[config.mk]
export PLATFORM = sky130hd
export DESIGN_NAME = mem_initiator
export DESIGN_NICKNAME = d
export VERILOG_FILES = /design/src/rtl/mem_initiator.sv
export SDC_FILE = /design/constraint.sdc
export NUM_CORES = 1
export LEC_CHECK = 0
export CORE_MARGIN = 2
export CORE_UTILIZATION = 48
export DETAILED_ROUTE_END_ITERATION = 6
export GPL_TIMING_DRIVEN = 1
export PLACE_DENSITY_LB_ADDON = 0.3
export SYNTH_ARGS = -nofsm -noshare
export SYNTH_HDL_FRONTEND = slang
export SYNTH_SLANG_ARGS = --single-unit
[constraint.sdc]
create_clock -name CLK -period 9.7 [get_ports CLK]
set_input_delay 1.94 -clock CLK [delete_from_list [all_inputs] [get_ports CLK]]
set_output_delay 1.94 -clock CLK [all_outputs]
set_load 0.02 [all_outputs]
[src/rtl/mem_initiator.sv]
// mem_initiator: sequences one or two MOV/MOC four-phase transfers toward the byte RAM.
// Define MEM_INIT_TIMEOUT_EN to abort a transfer when MOC stays low for TIMEOUT cycles.
module mem_initiator #(
    parameter int unsigned TIMEOUT = 16
) (
    input  logic        CLK,
    input  logic        RESET,
    input  logic        REQ,
    input  logic        REQ_RW,
    input  logic [2:0]  REQ_SIZE,
    input  logic [31:0] REQ_ADDR,
    input  logic [63:0] REQ_WDATA,
    output logic        BUSY,
    output logic        DONE,
    output logic        ERR,
    output logic [63:0] RDATA,
    output logic        MOV,
    output logic        MEM_RW,
    output logic [2:0]  MEM_MS,
    output logic [31:0] MEM_ADDR,
    output logic [31:0] MEM_WDATA,
    input  logic        MOC,
    input  logic [31:0] MEM_RDATA
);

    localparam logic [2:0] S_IDLE    = 3'd0;
    localparam logic [2:0] S_XFER    = 3'd1;
    localparam logic [2:0] S_RELEASE = 3'd2;
    localparam logic [2:0] S_NEXT    = 3'd3;
    localparam logic [2:0] S_FIN     = 3'd4;

    localparam logic [2:0] SZ_WORD  = 3'b000;
    localparam logic [2:0] SZ_BYTE  = 3'b001;
    localparam logic [2:0] SZ_HALF  = 3'b010;
    localparam logic [2:0] SZ_DWORD = 3'b011;

    logic [2:0]  state_q, state_d;
    logic        busy_q, busy_d;
    logic        done_q, done_d;
    logic        err_q, err_d;
    logic        mov_q, mov_d;
    logic        mem_rw_q, mem_rw_d;
    logic [2:0]  mem_ms_q, mem_ms_d;
    logic [31:0] mem_addr_q, mem_addr_d;
    logic [31:0] mem_wdata_q, mem_wdata_d;
    logic [63:0] rdata_q, rdata_d;
    logic        rw_q, rw_d;
    logic [2:0]  size_q, size_d;
    logic [31:0] addr_q, addr_d;
    logic [31:0] whi_q, whi_d;
    logic        half_q, half_d;
    logic        req_legal;
`ifdef MEM_INIT_TIMEOUT_EN
    localparam logic [7:0] TIMEOUT_LIMIT = 8'(TIMEOUT);
    logic [7:0]  cnt_q, cnt_d;
`endif

    always_comb begin
        case (REQ_SIZE)
            SZ_WORD, SZ_DWORD: req_legal = (REQ_ADDR[1:0] == 2'b00);
            SZ_HALF:           req_legal = ~REQ_ADDR[0];
            SZ_BYTE:           req_legal = 1'b1;
            default:           req_legal = 1'b0;
        endcase
    end

    always_comb begin
        state_d     = state_q;
        done_d      = 1'b0;
        err_d       = 1'b0;
        mov_d       = mov_q;
        mem_rw_d    = mem_rw_q;
        mem_ms_d    = mem_ms_q;
        mem_addr_d  = mem_addr_q;
        mem_wdata_d = mem_wdata_q;
        rdata_d     = rdata_q;
        rw_d        = rw_q;
        size_d      = size_q;
        addr_d      = addr_q;
        whi_d       = whi_q;
        half_d      = half_q;
`ifdef MEM_INIT_TIMEOUT_EN
        cnt_d       = cnt_q;
`endif
        case (state_q)
            S_IDLE: begin
                if (REQ) begin
                    rw_d   = REQ_RW;
                    size_d = REQ_SIZE;
                    addr_d = REQ_ADDR;
                    whi_d  = REQ_WDATA[63:32];
                    half_d = 1'b0;
                    if (!req_legal) begin
                        state_d = S_FIN;
                        err_d   = 1'b1;
                    end else begin
                        state_d     = S_XFER;
                        mov_d       = 1'b1;
                        mem_rw_d    = REQ_RW;
                        mem_ms_d    = (REQ_SIZE == SZ_DWORD) ? SZ_WORD : REQ_SIZE;
                        mem_addr_d  = REQ_ADDR;
                        mem_wdata_d = REQ_WDATA[31:0];
`ifdef MEM_INIT_TIMEOUT_EN
                        cnt_d       = 8'd0;
`endif
                    end
                end
            end
            S_XFER: begin
                if (MOC) begin
                    mov_d   = 1'b0;
                    state_d = S_RELEASE;
                    if (rw_q) begin
                        // Single-word reads clear the upper half; doubleword fills low then high.
                        if (!half_q) begin
                            rdata_d[31:0] = MEM_RDATA;
                            if (size_q != SZ_DWORD) rdata_d[63:32] = 32'd0;
                        end else begin
                            rdata_d[63:32] = MEM_RDATA;
                        end
                    end
                end
`ifdef MEM_INIT_TIMEOUT_EN
                else begin
                    cnt_d = cnt_q + 8'd1;
                    if (cnt_d == TIMEOUT_LIMIT) begin
                        mov_d   = 1'b0;
                        state_d = S_FIN;
                        err_d   = 1'b1;
                    end
                end
`endif
            end
            S_RELEASE: begin
                if (!MOC) begin
                    if (size_q == SZ_DWORD && !half_q) begin
                        state_d     = S_NEXT;
                        half_d      = 1'b1;
                        mem_addr_d  = addr_q + 32'd4;
                        mem_wdata_d = whi_q;
                    end else begin
                        state_d = S_FIN;
                        done_d  = 1'b1;
                    end
                end
            end
            S_NEXT: begin
                state_d = S_XFER;
                mov_d   = 1'b1;
`ifdef MEM_INIT_TIMEOUT_EN
                cnt_d   = 8'd0;
`endif
            end
            S_FIN: begin
                state_d = S_IDLE;
            end
            default: begin
                state_d = S_IDLE;
                mov_d   = 1'b0;
            end
        endcase
        busy_d = (state_d != S_IDLE);
    end

    always_ff @(posedge CLK or posedge RESET) begin
        if (RESET) begin
            state_q     <= S_IDLE;
            busy_q      <= 1'b0;
            done_q      <= 1'b0;
            err_q       <= 1'b0;
            mov_q       <= 1'b0;
            mem_rw_q    <= 1'b0;
            mem_ms_q    <= 3'b000;
            mem_addr_q  <= 32'd0;
            mem_wdata_q <= 32'd0;
            rdata_q     <= 64'd0;
            rw_q        <= 1'b0;
            size_q      <= 3'b000;
            addr_q      <= 32'd0;
            whi_q       <= 32'd0;
            half_q      <= 1'b0;
`ifdef MEM_INIT_TIMEOUT_EN
            cnt_q       <= 8'd0;
`endif
        end else begin
            state_q     <= state_d;
            busy_q      <= busy_d;
            done_q      <= done_d;
            err_q       <= err_d;
            mov_q       <= mov_d;
            mem_rw_q    <= mem_rw_d;
            mem_ms_q    <= mem_ms_d;
            mem_addr_q  <= mem_addr_d;
            mem_wdata_q <= mem_wdata_d;
            rdata_q     <= rdata_d;
            rw_q        <= rw_d;
            size_q      <= size_d;
            addr_q      <= addr_d;
            whi_q       <= whi_d;
            half_q      <= half_d;
`ifdef MEM_INIT_TIMEOUT_EN
            cnt_q       <= cnt_d;
`endif
        end
    end

    assign BUSY      = busy_q;
    assign DONE      = done_q;
    assign ERR       = err_q;
    assign RDATA     = rdata_q;
    assign MOV       = mov_q;
    assign MEM_RW    = mem_rw_q;
    assign MEM_MS    = mem_ms_q;
    assign MEM_ADDR  = mem_addr_q;
    assign MEM_WDATA = mem_wdata_q;

endmodule
After elaboration in Yosys (flattened, before gate mapping):

Index checks and enable logic that the tools add are counted.

* add/sub/neg operators: 1
* equal/unequal tests: 14
* mux-type cells: 34
* bitwise operators: 3
* reductions and logical operators: 17

Operator list (count)
* 32-bit two-way mux: 10
* 32-bit one-hot mux with 2 select lines: 2
* 32-bit by 3-bit adder with 32-bit output (second input constant): 1
* 3-bit two-way mux: 6
* 4-bit AND reduction: 4
* 3-bit by 2-bit equality test with 1-bit output (second input constant): 5
* 1-bit two-way mux: 12
* 3-bit one-hot mux with 4 select lines: 1
* 2-bit != test (second input constant): 5
* 3-bit by 1-bit equality test with 1-bit output (second input constant): 2
* 3-bit logical NOT: 2
* 5-bit AND reduction: 1
* 1-bit one-hot mux with 4 select lines: 1
* 2-bit nonzero test: 2
* 2-bit OR reduction: 2
* 3-bit equality test (second input constant): 1
* 3-bit by 2-bit != test with 1-bit output (second input constant): 1
* 1-bit NOT: 3
* 1-bit one-hot mux with 3 select lines: 1
* 3-bit AND reduction: 1
* 3-bit nonzero test: 1
* 2-bit logical NOT: 1
* 1-bit one-hot mux with 2 select lines: 1
* 2-bit AND reduction: 1
* other kinds (2): 2

* bits in registers: 208
* input port bits: 136
* output and inout bits: 136
* word-level logic and storage cells: 85

Depth between registers and ports, before layout:

* word-level depth: 7
* depth in mapped cells: 10
* depth with buffers taken out: 6

Worst setup path after synthesis:

OpenSTA, ideal clock, no wires.

* path kind: input-to-reg
* from: input port MOC
* to: register rdata_q[20], in the netlist RDATA[20]
* library setup time: 0.125 ns
* arrival: 3.153 ns
* required time: 9.575 ns
* slack: 6.422 ns
* stages on the path: 5
* buffers on the path: 1
* cells stage by stage: nand2_2 or4b_4 nor2_4 buf_6 mux2_2

* longest elaborated chain between the ends: 1

Ends and longest elaborated chain
* start: declaration: RTL line 22 `input logic MOC,`
* 4-bit AND reduction (no source line)
* end signal: assignment: RTL line 195 `rdata_q <= rdata_d;`
* end: declaration: RTL line 46 `logic [63:0] rdata_q, rdata_d;`

No other way between the ends.
A chain may end at the register's enable or synchronous reset.

Worst setup path after layout:

* from: input port REQ_SIZE[1]
* to: register mem_addr_q[19], in the netlist MEM_ADDR[19]

* longest elaborated chain between the ends: 5
* elaborated cells on any way between the ends: 8
* those cells by class: 4 x eq/ne; 1 x mux; 3 x reduce/logical

Ends and longest elaborated chain
* start: declaration: RTL line 10 `input logic [2:0] REQ_SIZE,`
* 3-bit by 2-bit equality test with 1-bit output / 3-bit logical NOT (equally long branches): RTL line 59 `case (REQ_SIZE)`
* 2-bit OR reduction: RTL line 59
* 1-bit one-hot mux with 3 select lines *: RTL line 59
* 2-bit != test (no source line) *
* 5-bit AND reduction (no source line) *
* end signal: assignment: RTL line 193 `mem_addr_q <= mem_addr_d;`
* end: declaration: RTL line 44 `logic [31:0] mem_addr_q, mem_addr_d;`

Mark *: on every way between the ends. The rest lies on a longest branch, timed or not.

==> impl_metrics.env <==
export IMPL_drv_slew=0
export IMPL_wl_per_cell_um=17.1
export IMPL_cts_root_buf="clkbuf_16"
export IMPL_ir_drop_v=0.000177
export IMPL_place_congestion=0.828
export IMPL_critPathKind="input port to register"
export IMPL_fin_ws_ns=5.65
export IMPL_worst_ep_arrival_time_ns=4.38
export IMPL_port_buffers=271
export IMPL_p_per_area_nw_per_um2=288
export IMPL_power_mw=3.66
export IMPL_fmax_mhz=247
export IMPL_skew_ns=0.00662
export IMPL_firstDrtPassIters=5
export IMPL_post_cts_buffers=0
export IMPL_p_leak_nw=5.82
export IMPL_min_period_ns=4.05
export IMPL_p_comb_share_pct=37.7
export IMPL_clockBufferDepth=3
export IMPL_drt_iter0_markers=469
export IMPL_end_kind="register"
export IMPL_track_usage_pct=24.1
export IMPL_cts_buffers=22
export IMPL_grt_pass1_wl_um=39000
export IMPL_hold_class="register to register"
export IMPL_fin_crit_sh_pct=41.8
export IMPL_htreeDepth=1
export IMPL_p_int_mw=2.33
export IMPL_grt_pass1_vias=7544
export IMPL_post_synth_top_count_cell="nand2_1"
export IMPL_cts_clk_slew_worst_paths_ns=0.06
export IMPL_synth_seq_cells=208
export IMPL_synth_ff_type="dfrtp_1"
export IMPL_cp_start_kind="input port"
export IMPL_die_area_um2=20300
export IMPL_dieWidth_um=143
export IMPL_clock_sinks=208
export IMPL_fin_tns_setup_ns=0
export IMPL_drive_above_1_share_pct=8.58
export IMPL_setup_viol=0
export IMPL_remaining_drc_errors=0
export IMPL_max_stage_delay_ns=0.71
export IMPL_core_area_um2=18800
export IMPL_netSwitchingFraction_pct=36.3
export IMPL_hpwl_um=16500
export IMPL_slowest_stage="buf_4"
export IMPL_clock_power_share_pct=22.3
export IMPL_nets=1322
export IMPL_placedCellCount=1395
export IMPL_rsz0062_at_grt="false"
export IMPL_postCtsHoldBufs=0
export IMPL_grt_max_degree=135
export IMPL_path_delay_family="buffers and inverters"
export IMPL_synthTopCellsByArea="dfrtp_1 57%, nand2_1 15%, mux2i_1 4.7%"
export IMPL_grt_overflow=0
export IMPL_dpl_worst_slack_ns=5.13
export IMPL_via_per_inst=5.22
export IMPL_postRouteAntennaNets=0
export IMPL_start_util_pct=49.1
export IMPL_layout_cells_non_filler=1435
export IMPL_required_ns=10.02
export IMPL_cp_cell_sequence="clkdlybuf4s50_1 > nor2b_1 > a21boi_0 > a21o_4 > buf_4 > o221ai_1"
export IMPL_seqPwrFrac_pct=40.1
export IMPL_antenna_cells=0
export IMPL_synth_cell_type_count=56
export IMPL_status="finished, final reports clean"
export IMPL_die_y_um=143
export IMPL_seq_area_frac_synth_pct=56.5
export IMPL_path_buf_inv=2
export IMPL_syn_nets=1073
export IMPL_post_cts_resized=0
export IMPL_core_rowCount=50
export IMPL_yosysTopAreaCell="dfrtp_1"
export IMPL_synth_top_area_share_pct=56.5
export IMPL_cts_tree="done"
export IMPL_synthCells=936
export IMPL_synth_edf_count=0
export IMPL_synth_warnings=0
export IMPL_crit_fanout=86
export IMPL_num_vias=7492
export IMPL_area_growth_pct=37.9
export IMPL_wl_um=24500
export IMPL_synth_area_um2=9210
export IMPL_io_pins=272
export IMPL_synth_commonest_cells="356 x nand2_1, 208 x dfrtp_1, 50 x o21ai_0"
export IMPL_antenna_found_initial=0
export IMPL_slew_headroom_pct=19.6
export IMPL_drv_cap=0
export IMPL_async_reset_ff_share_pct=100
export IMPL_avgSynthCellArea_um2=9.84
export IMPL_clk_latency_ns=0.49
export IMPL_worst_slew_pin_slew_ns=1.21
export IMPL_hold_viol=0
export IMPL_p_sw_mw=1.33
-- through the flow --
| stage | hold slack [ns] | util, % | cell area [µm²] |
|---|---|---|---|
| 2_1_floorplan | 0.438 | - | 9210 |
| 3_3_place_gp | 0.448 | 63.9 | 12000 |
| 3_5_place_dp | 0.454 | 63.9 | 12000 |
| 4_1_cts | 0.468 | 67.7 | 12700 |
| 5_1_grt | 0.488 | 67.7 | 12700 |
| 6_report | 0.463 | 67.7 | 12700 |
-- kinds of logic (layout without fill, tap and decap cells) --
group	count (synthesis)	in the layout	share of synthesized area [%]
and+or+nand+nor	465	465	21.4
DFF	208	208	56.5
AOI/OAI and AO/OA	98	98	7.11
muxes	76	76	8.71
buffers and inverters	63	328	3.70
xor gates and xnor gates	25	25	2.38
adders and majority gates	1	1	0.136
-- worst min-delay path: stages (launching register included) --
cell and delay (ns):
dfrtp_1 0.33, nand2_1 0.05, nand2_1 0.05
-- cell type report --
cell class	instances	area [µm²]
inverter	9	41.3
multi-input combinational	665	3680
tap	234	293
clock inverter	7	37.5
sequential	208	5200
timing repair buffer	279	2770
fill	1473	6070
clock buffer	33	673
-- registers in the layout, summed over array words and instances (netlist names) --
name / flops
MEM_ADDR: 32
size_q: 3
ERR: 1
MEM_RW: 1
addr_q: 32
state_q: 3
MEM_WDATA: 32
MEM_MS: 3
RDATA: 64
DONE: 1
half_q: 1
BUSY: 1
MOV: 1
whi_q: 32
rw_q: 1
-- cells in the final DEF, fill, tap and decap left out, drive strengths merged, types with 2 or more instances in the layout --
cell | synthesis | final
nand3 | 46 | 46
nor2 | 22 | 22
and4 | 4 | 4
nor4 | 5 | 5
dfrtp | 208 | 208
clkbuf | 26 | 33
o221ai | 15 | 15
xor2 | 17 | 17
mux2 | 33 | 33
or2 | 2 | 2
buf | 28 | 8
nand4 | 10 | 10
mux2i | 43 | 43
nor3 | 7 | 7
a31o | 2 | 2
and2 | 2 | 2
clkinv | 0 | 6
a21o | 2 | 2
and3 | 3 | 3
inv | 9 | 9
nand2 | 357 | 357
clkdlybuf4s50 | 0 | 271
xnor2 | 8 | 8
a21oi | 8 | 8
o21ai | 59 | 59
-- final timing paths --
kind	slack [ns]	start	depth (start not counted)	end
max	5.65	REQ_SIZE[1]	6	MEM_ADDR[19]$_DFFE_PP0P_
min	0.46	RDATA[45]$_DFFE_PP0P_	2	RDATA[45]$_DFFE_PP0P_
max reg2reg	6.68	state_q[1]$_DFF_PP0_	4	MEM_ADDR[16]$_DFFE_PP0P_
min reg2reg	0.46	RDATA[45]$_DFFE_PP0P_	2	RDATA[45]$_DFFE_PP0P_
max in group asynchronous	6.09	RESET	3	MEM_ADDR[27]$_DFFE_PP0P_
min in group asynchronous	2.05	RESET	2	RDATA[0]$_DFFE_PP0P_
-- power groups by stage --
| stage | Combinational [mW] | Sequential (mW) | Clock (mW) |
|---|---|---|---|
| global placement | 1.36 | 1.46 | 0 |
| CTS | 1.40 | 1.47 | 0.834 |
| finish | 1.38 | 1.47 | 0.816 |
| floorplan | 0.547 | 1.67 | 0 |
| detailed placement | 1.39 | 1.47 | 0 |
| global route | 1.50 | 1.52 | 0.872 |
-- layer usage --
metal  vias up  share of wire, %  global-route usage [%]
met2       272                48                    39.8
met5         -                 0                       0
met4         0               2.3                    7.30
met1      3570                42                    31.8
met3        40               7.7                    5.55
li1       3610                 -                       -
Note: power is estimated with default switching activity, not from simulation.
